File: config.mk
export PLATFORM = sky130hd
export DESIGN_NAME = sobel_thresh_ctrl
export DESIGN_NICKNAME = d
export VERILOG_FILES = /design/src/rtl/sobel_thresh_ctrl.sv
export SDC_FILE = /design/constraint.sdc
export NUM_CORES = 1
export LEC_CHECK = 0
export BUFFER_PORTS_ARGS = -buffer_cell sky130_fd_sc_hd__clkbuf_2
export CORE_MARGIN = 5
export CORE_UTILIZATION = 38
export CTS_CLUSTER_DIAMETER = 30
export CTS_CLUSTER_SIZE = 28
export DETAILED_ROUTE_END_ITERATION = 10
export PLACE_DENSITY = 0.5
export SYNTH_ARGS = -nofsm -noshare
export SYNTH_HDL_FRONTEND = slang
export SYNTH_SLANG_ARGS = --single-unit
File: constraint.sdc
create_clock -name sys_clk -period 8.7 [get_ports sys_clk]
set_clock_uncertainty 0.05 [all_clocks]
set_input_delay 0.87 -clock sys_clk [delete_from_list [all_inputs] [get_ports sys_clk]]
set_output_delay 0.87 -clock sys_clk [all_outputs]
set_load 0.005 [all_outputs]
File: src/rtl/sobel_thresh_ctrl.sv
`default_nettype none
// +--------------------------------------------------------------------------+
// | sobel_thresh_ctrl                                                        |
// | Up/down key threshold register with single/double press detection.     |
// | Optional build macro: THRESH_WRAP_EN (wrap at the bounds, not saturate). |
// | Rev 1.0                                                                  |
// +--------------------------------------------------------------------------+
module sobel_thresh_ctrl #(
  parameter int unsigned       TH_W         = 8,
  parameter logic [TH_W-1:0]   TH_DEFAULT   = 8'd80,
  parameter logic [TH_W-1:0]   TH_MIN       = 8'd0,
  parameter logic [TH_W-1:0]   TH_MAX       = 8'd255,
  parameter logic [TH_W-1:0]   STEP         = 8'd1,
  parameter logic [TH_W-1:0]   BIG_STEP     = 8'd16,
  parameter logic [31:0]       DCLK_CNT_MAX = 32'd15_000_000
) (
  input  logic            sys_clk,
  input  logic            sys_rst,
  input  logic            key_up_flag,
  input  logic            key_dn_flag,
  output logic [TH_W-1:0] thresh,
  output logic            thresh_vld,
  output logic            at_min,
  output logic            at_max
);

  localparam logic [1:0] ST_IDLE    = 2'd0;
  localparam logic [1:0] ST_WAIT_UP = 2'd1;
  localparam logic [1:0] ST_WAIT_DN = 2'd2;

  localparam logic [2:0] OP_NONE      = 3'd0;
  localparam logic [2:0] OP_UP_FINE   = 3'd1;
  localparam logic [2:0] OP_UP_COARSE = 3'd2;
  localparam logic [2:0] OP_DN_FINE   = 3'd3;
  localparam logic [2:0] OP_DN_COARSE = 3'd4;
  localparam logic [2:0] OP_RESTORE   = 3'd5;

  logic [1:0]      state_q, state_d;
  logic [31:0]     win_cnt_q, win_cnt_d;
  logic [TH_W-1:0] thresh_q, thresh_d;
  logic            thresh_vld_q, thresh_vld_d;
  logic            at_min_q, at_min_d;
  logic            at_max_q, at_max_d;
  logic [2:0]      op;

  logic both_flags;
  logic win_last;

  assign both_flags = key_up_flag & key_dn_flag;
  assign win_last   = (win_cnt_q == (DCLK_CNT_MAX - 32'd1));

  function automatic logic [TH_W-1:0] step_up(input logic [TH_W-1:0] cur,
                                              input logic [TH_W-1:0] amt);
    logic [TH_W:0]   sum;
    logic [TH_W-1:0] res;
    sum = {1'b0, cur} + {1'b0, amt};
    if (sum > {1'b0, TH_MAX}) res = TH_MAX;
    else                      res = sum[TH_W-1:0];
`ifdef THRESH_WRAP_EN
    // Only a step that starts on the bound wraps; overshoot from below clamps.
    if (cur == TH_MAX) res = TH_MIN;
`endif
    return res;
  endfunction

  function automatic logic [TH_W-1:0] step_dn(input logic [TH_W-1:0] cur,
                                              input logic [TH_W-1:0] amt);
    logic [TH_W:0]   floor_v;
    logic [TH_W-1:0] res;
    floor_v = {1'b0, TH_MIN} + {1'b0, amt};
    if ({1'b0, cur} < floor_v) res = TH_MIN;
    else                       res = cur - amt;
`ifdef THRESH_WRAP_EN
    if (cur == TH_MIN) res = TH_MAX;
`endif
    return res;
  endfunction

  always_ff @(posedge sys_clk) begin
    if (sys_rst) begin
      state_q      <= ST_IDLE;
      win_cnt_q    <= 32'd0;
      thresh_q     <= TH_DEFAULT;
      thresh_vld_q <= 1'b0;
      at_min_q     <= (TH_DEFAULT == TH_MIN);
      at_max_q     <= (TH_DEFAULT == TH_MAX);
    end else begin
      state_q      <= state_d;
      win_cnt_q    <= win_cnt_d;
      thresh_q     <= thresh_d;
      thresh_vld_q <= thresh_vld_d;
      at_min_q     <= at_min_d;
      at_max_q     <= at_max_d;
    end
  end

  always_comb begin
    state_d   = state_q;
    win_cnt_d = win_cnt_q;
    if (both_flags) begin
      state_d   = ST_IDLE;
      win_cnt_d = 32'd0;
    end else begin
      case (state_q)
        ST_IDLE: begin
          win_cnt_d = 32'd0;
          if (key_up_flag)      state_d = ST_WAIT_UP;
          else if (key_dn_flag) state_d = ST_WAIT_DN;
        end
        ST_WAIT_UP: begin
          if (key_up_flag) begin
            state_d   = ST_IDLE;
            win_cnt_d = 32'd0;
          end else if (key_dn_flag) begin
            // The opposite key resolves the pending press and opens its own window.
            state_d   = ST_WAIT_DN;
            win_cnt_d = 32'd0;
          end else if (win_last) begin
            state_d   = ST_IDLE;
            win_cnt_d = 32'd0;
          end else begin
            win_cnt_d = win_cnt_q + 32'd1;
          end
        end
        ST_WAIT_DN: begin
          if (key_dn_flag) begin
            state_d   = ST_IDLE;
            win_cnt_d = 32'd0;
          end else if (key_up_flag) begin
            state_d   = ST_WAIT_UP;
            win_cnt_d = 32'd0;
          end else if (win_last) begin
            state_d   = ST_IDLE;
            win_cnt_d = 32'd0;
          end else begin
            win_cnt_d = win_cnt_q + 32'd1;
          end
        end
        default: begin
          state_d   = ST_IDLE;
          win_cnt_d = 32'd0;
        end
      endcase
    end
  end

  always_comb begin
    op = OP_NONE;
    if (both_flags) begin
      op = OP_RESTORE;
    end else begin
      case (state_q)
        ST_WAIT_UP: begin
          if (key_up_flag)                   op = OP_UP_COARSE;
          else if (key_dn_flag || win_last)  op = OP_UP_FINE;
        end
        ST_WAIT_DN: begin
          if (key_dn_flag)                   op = OP_DN_COARSE;
          else if (key_up_flag || win_last)  op = OP_DN_FINE;
        end
        default: op = OP_NONE;
      endcase
    end

    thresh_d = thresh_q;
    case (op)
      OP_UP_FINE:   thresh_d = step_up(thresh_q, STEP);
      OP_UP_COARSE: thresh_d = step_up(thresh_q, BIG_STEP);
      OP_DN_FINE:   thresh_d = step_dn(thresh_q, STEP);
      OP_DN_COARSE: thresh_d = step_dn(thresh_q, BIG_STEP);
      OP_RESTORE:   thresh_d = TH_DEFAULT;
      default:      thresh_d = thresh_q;
    endcase

    thresh_vld_d = (thresh_d != thresh_q);
    at_min_d     = (thresh_d == TH_MIN);
    at_max_d     = (thresh_d == TH_MAX);
  end

  assign thresh     = thresh_q;
  assign thresh_vld = thresh_vld_q;
  assign at_min     = at_min_q;
  assign at_max     = at_max_q;

endmodule
`default_nettype wire

; ---- After elaboration in Yosys (flattened, before gate mapping)
; Cells that the tools add are included.
[totals]
wordCells = 57
reg_bits = 45
out_inout_bits = 11
[classes]
order_cmp = 4
n_mux = 25
n_reduce_logical = 5
eq_ne = 11
bitwise = 1
n_addsub = 5
[ops]
columns = op, count
row1 = $mux W32, 5
row2 = $pmux W32 S2, 1
row3 = $pmux W8 S5, 1
row4 = $add A32 B1 Y32 const B, 1
row5 = $eq A32 B24 Y1 const B, 1
row6 = $mux W8, 4
row7 = $gt A9 B8 Y1 const B, 2
row8 = $mux W2, 9
row9 = $add A8 B1 Y9 const B, 1
row10 = $add A8 B5 Y9 const B, 1
row11 = $eq A8 B8 Y1 const B, 1
row12 = $logic_not A8 Y1, 1
row13 = $lt A8 B1 Y1 const B, 1
row14 = $lt A8 B5 Y1 const B, 1
row15 = $ne A8 B8 Y1, 1
row16 = $sub A8 B1 Y8 const B, 1
row17 = $sub A8 B5 Y8 const B, 1
row18 = $eq A3 B2 Y1 const B, 2
row19 = $eq A3 B3 Y1 const B, 2
row20 = $mux W3, 2
row21 = $pmux W2 S3, 1
row22 = $pmux W3 S2, 1
row23 = $eq A3 B1 Y1 const B, 1
row24 = $ne A3 B3 Y1 const B, 1
row25 = 7 further kinds, 8

; ---- Logic depth before layout (Yosys ltp)
[depth]
ltp_word = 9
mapped_depth = 11

; ---- Worst setup path after synthesis
; OpenSTA, ideal clock, no wires.
[synth_timing]
kind = in2reg
from = input key_dn_flag
to = register at_max_q (netlist: at_max)
t_arrival_ns = 3.013
path_stages = 10
setup_slack_ns = 5.550
setup_ns = 0.087
required_time_ns = 8.563
cell_sequence = clkbuf_1 -> nor2b_1 -> o21ai_0 -> or4_1 -> buf_2 -> and2_4 -> a41oi_2 -> o22ai_1 -> or4_1 -> nor4b_2
[synth_between]
elab_chain_cells = 8
[synth_rtl]
columns = element, line
row1 = start: declaration, 20  ; input logic key_dn_flag,
row2 = $logic_or A1 B1 Y1, 155  ; else if (key_dn_flag || win_last) op = OP_UP_FINE;
row3 = $mux W1, 155
row4 = $mux W2, 154  ; if (key_up_flag) op = OP_UP_COARSE;
row5 = $pmux W3 S2, 152  ; case (state_q)
row6 = $mux W3 *, 149  ; if (both_flags) begin
row7 = $eq A3 B3 Y1 (tied with other cells), 166  ; case (op)
row8 = $pmux W8 S5 *, 166
row9 = $eq A8 B8 Y1 *, 177  ; at_max_d = (thresh_d == TH_MAX);
row10 = end signal: assignment, 86  ; at_max_q <= (TH_DEFAULT == TH_MAX);
row11 = end signal: assignment, 93  ; at_max_q <= at_max_d;
row12 = end: declaration, 43  ; logic at_max_q, at_max_d;
; Every way passes the cells marked *; elsewhere a longest branch is shown, timed or not.
; A chain may end at the register's enable or synchronous reset.

; ---- Final worst setup path
[layout_timing]
from = register win_cnt_q[0]
to = register at_max_q (netlist: at_max)
[layout_between]
elab_chain_cells = 9
[layout_rtl]
columns = element, line
row1 = start: declaration, 39  ; logic [31:0] win_cnt_q, win_cnt_d;
row2 = start signal: assignment, 89  ; win_cnt_q <= win_cnt_d;
row3 = $eq A32 B24 Y1 *, 50  ; assign win_last = (win_cnt_q == (DCLK_CNT_MAX - 32'd1));
row4 = $logic_or A1 B1 Y1 (on tied branches), "159, 155"
row5 = $mux W2 or $mux W1 (tied branches), "159, 155"
row6 = $mux W3 or $mux W2 (tied branches), "158, 154"
row7 = $pmux W3 S2 *, 152
row8 = $mux W3 *, 149
row9 = $eq A3 B3 Y1 (tied with other cells), 166
row10 = $pmux W8 S5 *, 166
row11 = $eq A8 B8 Y1 *, 177
; Marks and branches as above.

==> results by group <==
Floorplan
  • Initial Util: 0.384
  • Io pins: 15
  • Die Span Y: 103 um
  • Die ar.: 0.0106 sq mm
  • Num rows: 34
  • Core Footprint: 0.00859 sq mm
  • Die width: 103 um

Yosys
  • Dominant cells by area after synthesis: dfxtp_1, nor2_1, nand2_1, xor2_1, ha_1
  • Post-synthesis sequential area ratio: 0.273
  • Netlist cell types: 76
  • Yosys reg bits: 45
  • Async S/R FF share, synth: 0
  • Main flop type after synthesis: dfxtp_1
  • Synthesized Nets: 454
  • Post-synth top area share: 0.273
  • Synth Instances: 439
  • Number of synthesized flops with an enable pin: 0
  • Synth area leader: dfxtp_1
  • Yosys warns: 0
  • Mapped Area: 0.00330 sq mm
  • Avg Inst Size Synth: 7.52 sq um

Detailed routing
  • Vias: 3219
  • DRT antenna net count: 0
  • Top layer reached by signal wires: met4
  • DRT Wirelength: 9.27 mm
  • Routed WL per cell: 16.9 um
  • Met2 wire len: 3.90 mm
  • Vias per cell: 5.86
  • Initial DRC count: 274
  • DRC errors left: 0
  • First drt pass iteration count: 5
  • DR WL met3: 540 um
  • Post-Route M1 WL: 4.74 mm

Clock tree
  • Worst-path clk slew: 0.09 ns
  • CTS max path bufs: 2
  • Hold_buf cts: 0
  • Worst-skew pair later-pin latency: 0.30 ns
  • # Post-CTS Setup Buffers: 0
  • Root buf cell: clkbuf_8
  • H-tree depth: 2
  • CTS tree: yes
  • Clock Sinks: 45
  • CTS resizes: 0
  • CTS buffer count: 5

Timing
  • Max Freq: 0.274 GHz
  • Fin worst setup slack: 5.04 ns
  • Period utilization: 0.420
  • Finish-stage setup viols: 0
  • Minimum clock period: 3.66 ns
  • RSZ-0062 raised after global routing: false
  • Setup TNS: 0 ns
  • Fin. Hold Viols: 0
  • Final max-slew violation count: 0
  • Max-slew headroom: 0.316
  • Worst slew pin tran: 1.02 ns

GRT
  • Grt ovf: 0
  • Initial antenna violation count: 0
  • First-pass GRT wire length: 15.3 mm
  • Pin count of the biggest net entering global routing: 32
  • GRT Total Usage: 0.182
  • Vias in the first global route: 2913

Placed design
  • Final RePlAce weighted congestion: 0.939
  • Port buffer count: 14
  • Worst setup slack after placement: 4.94 ns
  • DP HPWL: 6.96 mm

Power
  • Net Switching: 0.000131 W
  • Part of the power in registers: 0.472
  • Cell area power density: 131 mW/mm^2
  • Leak: 1.20 nW
  • Switching Fraction: 0.282
  • Peak supply drop: 0.0820 mV
  • Clock share of power: 0.371
  • Gate power share: 0.157
  • Pint: 0.000334 W

Layout
  • Final nets: 455
  • Layout cell share with drive strength beyond 1: 0.0907
  • Area Overhead vs Synth: 7.21%
  • N_diodes: 0

Hold path
  • Hold WC Path Type: reg -> reg

Setup path
  • Worst EP required: 8.87 ns
  • Data arrival time of the critical path: 3.82 ns
  • Crit path capture type: flop
  • Critical Path Fanout Max: 7
  • Worst Setup Path Type: reg -> reg
  • Critical Path Start Type: flop

Run
  • Max_cap viols: 0

Status
  • Status: finished, final reports clean
## cells in the final DEF, fill, tap and decap left out, types with 3 or more instances in the layout
cell type  instances
nor2_1            63
nand2_1           46
dfxtp_1           45
o21ai_0           24
a21oi_1           22
xor2_1            19
nand3_1           16
inv_1             16
clkbuf_2          14
xnor2_1           13
nor3_1            13
ha_1              11
nor4_1            10
a31oi_1            8
o211ai_1           7
and2_1             7
nand4_1            7
and3_1             7
clkbuf_8           6
or3_1              5
nor2b_1            5
or4_1              4
nand4b_1           3
nand2b_1           3
## cells by family after synthesis
group                      after synthesis  synth area share
AOI/OAI and AO/OA                      104             0.223
xor gates and xnor gates                32            0.0849
adders and majority gates               11            0.0417
buffers and inverters                   36            0.0459
DFF                                     45             0.273
and+or+nand+nor                        211             0.331
## state kept, by name, summed over array words and instances, names as in the netlist
name and cells:
thresh_vld 1, win_cnt_q 32, at_max 1, thresh 8, state_q 2, at_min 1
## power groups by stage
stage	clock network [W]	registers [W]	logic [W]
global placement	0	0.000224	0.0000726
detailed placement	0	0.000224	0.0000714
floorplan	0	0.000218	0.0000578
CTS	0.000177	0.000219	0.0000718
global route	0.000190	0.000220	0.0000806
finish	0.000172	0.000219	0.0000729
## cells in the mapped netlist, types with 3 or more instances
cell type and instances:
nor2b_1 5, inv_1 16, nand2_1 46, and3_1 7, xor2_1 19, nand2b_1 3, nor3_1 13, nand4b_1 3
or4_1 4, clkbuf_1 17, xnor2_1 13, nor4_1 10, or3_1 5, nor2_1 63, a21oi_1 22, dfxtp_1 45
nand4_1 7, a31oi_1 8, o21ai_0 24, ha_1 11, o211ai_1 7, and2_1 7, nand3_1 16
## critical path: stages (launching register included)
cell      delay (ns)
dfxtp_1         0.38
ha_1            0.21
nand3_2         0.18
or4_4           0.61
nor4_1          0.55
o221ai_2        0.24
o211ai_1        0.35
o21ai_0         0.22
or4_1           0.57
nor4b_2         0.21
## final timing paths
check | start | end | slack [ns] | cells after the start
max | win_cnt_q[0]$_SDFF_PP0_ | at_max$_SDFF_PP0_ | 5.04 | 9
min | win_cnt_q[0]$_SDFF_PP0_ | win_cnt_q[0]$_SDFF_PP0_ | 0.42 | 1
max reg2reg | win_cnt_q[0]$_SDFF_PP0_ | at_max$_SDFF_PP0_ | 5.04 | 9
min reg2reg | win_cnt_q[0]$_SDFF_PP0_ | win_cnt_q[0]$_SDFF_PP0_ | 0.42 | 1
## area by class of cell
type / instances / area [sq um]
fill: 935 / 5060
multi-input combinational: 358 / 2250
sequential: 45 / 901
tap: 108 / 135
clock buffer: 6 / 82.6
timing repair buffer: 14 / 70.1
inverter: 16 / 60.1
clock inverter: 2 / 41.3
## through the flow
stage | hold slack [ns] | area [sq um] | power, W | cells | util
2_1_floorplan | 0.380 | 3300 | 0.000276 | 439 | -
3_3_place_gp | 0.392 | 3410 | 0.000297 | 541 | 0.397
3_5_place_dp | 0.403 | 3410 | 0.000295 | 541 | 0.397
4_1_cts | 0.426 | 3540 | 0.000468 | 549 | 0.412
5_1_grt | 0.450 | 3540 | 0.000491 | 549 | 0.412
6_report | 0.417 | 3540 | 0.000464 | 549 | 0.412
## per-layer routing
| metal | vias to the layer above | GRT usage |
|---|---|---|
| met5 | - | 0 |
| met4 | 0 | 0.0418 |
| met3 | 6 | 0.0255 |
| met2 | 100 | 0.260 |
| met1 | 1518 | 0.285 |
| li1 | 1595 | - |
No activity file was read; power rests on OpenSTA's default activity.
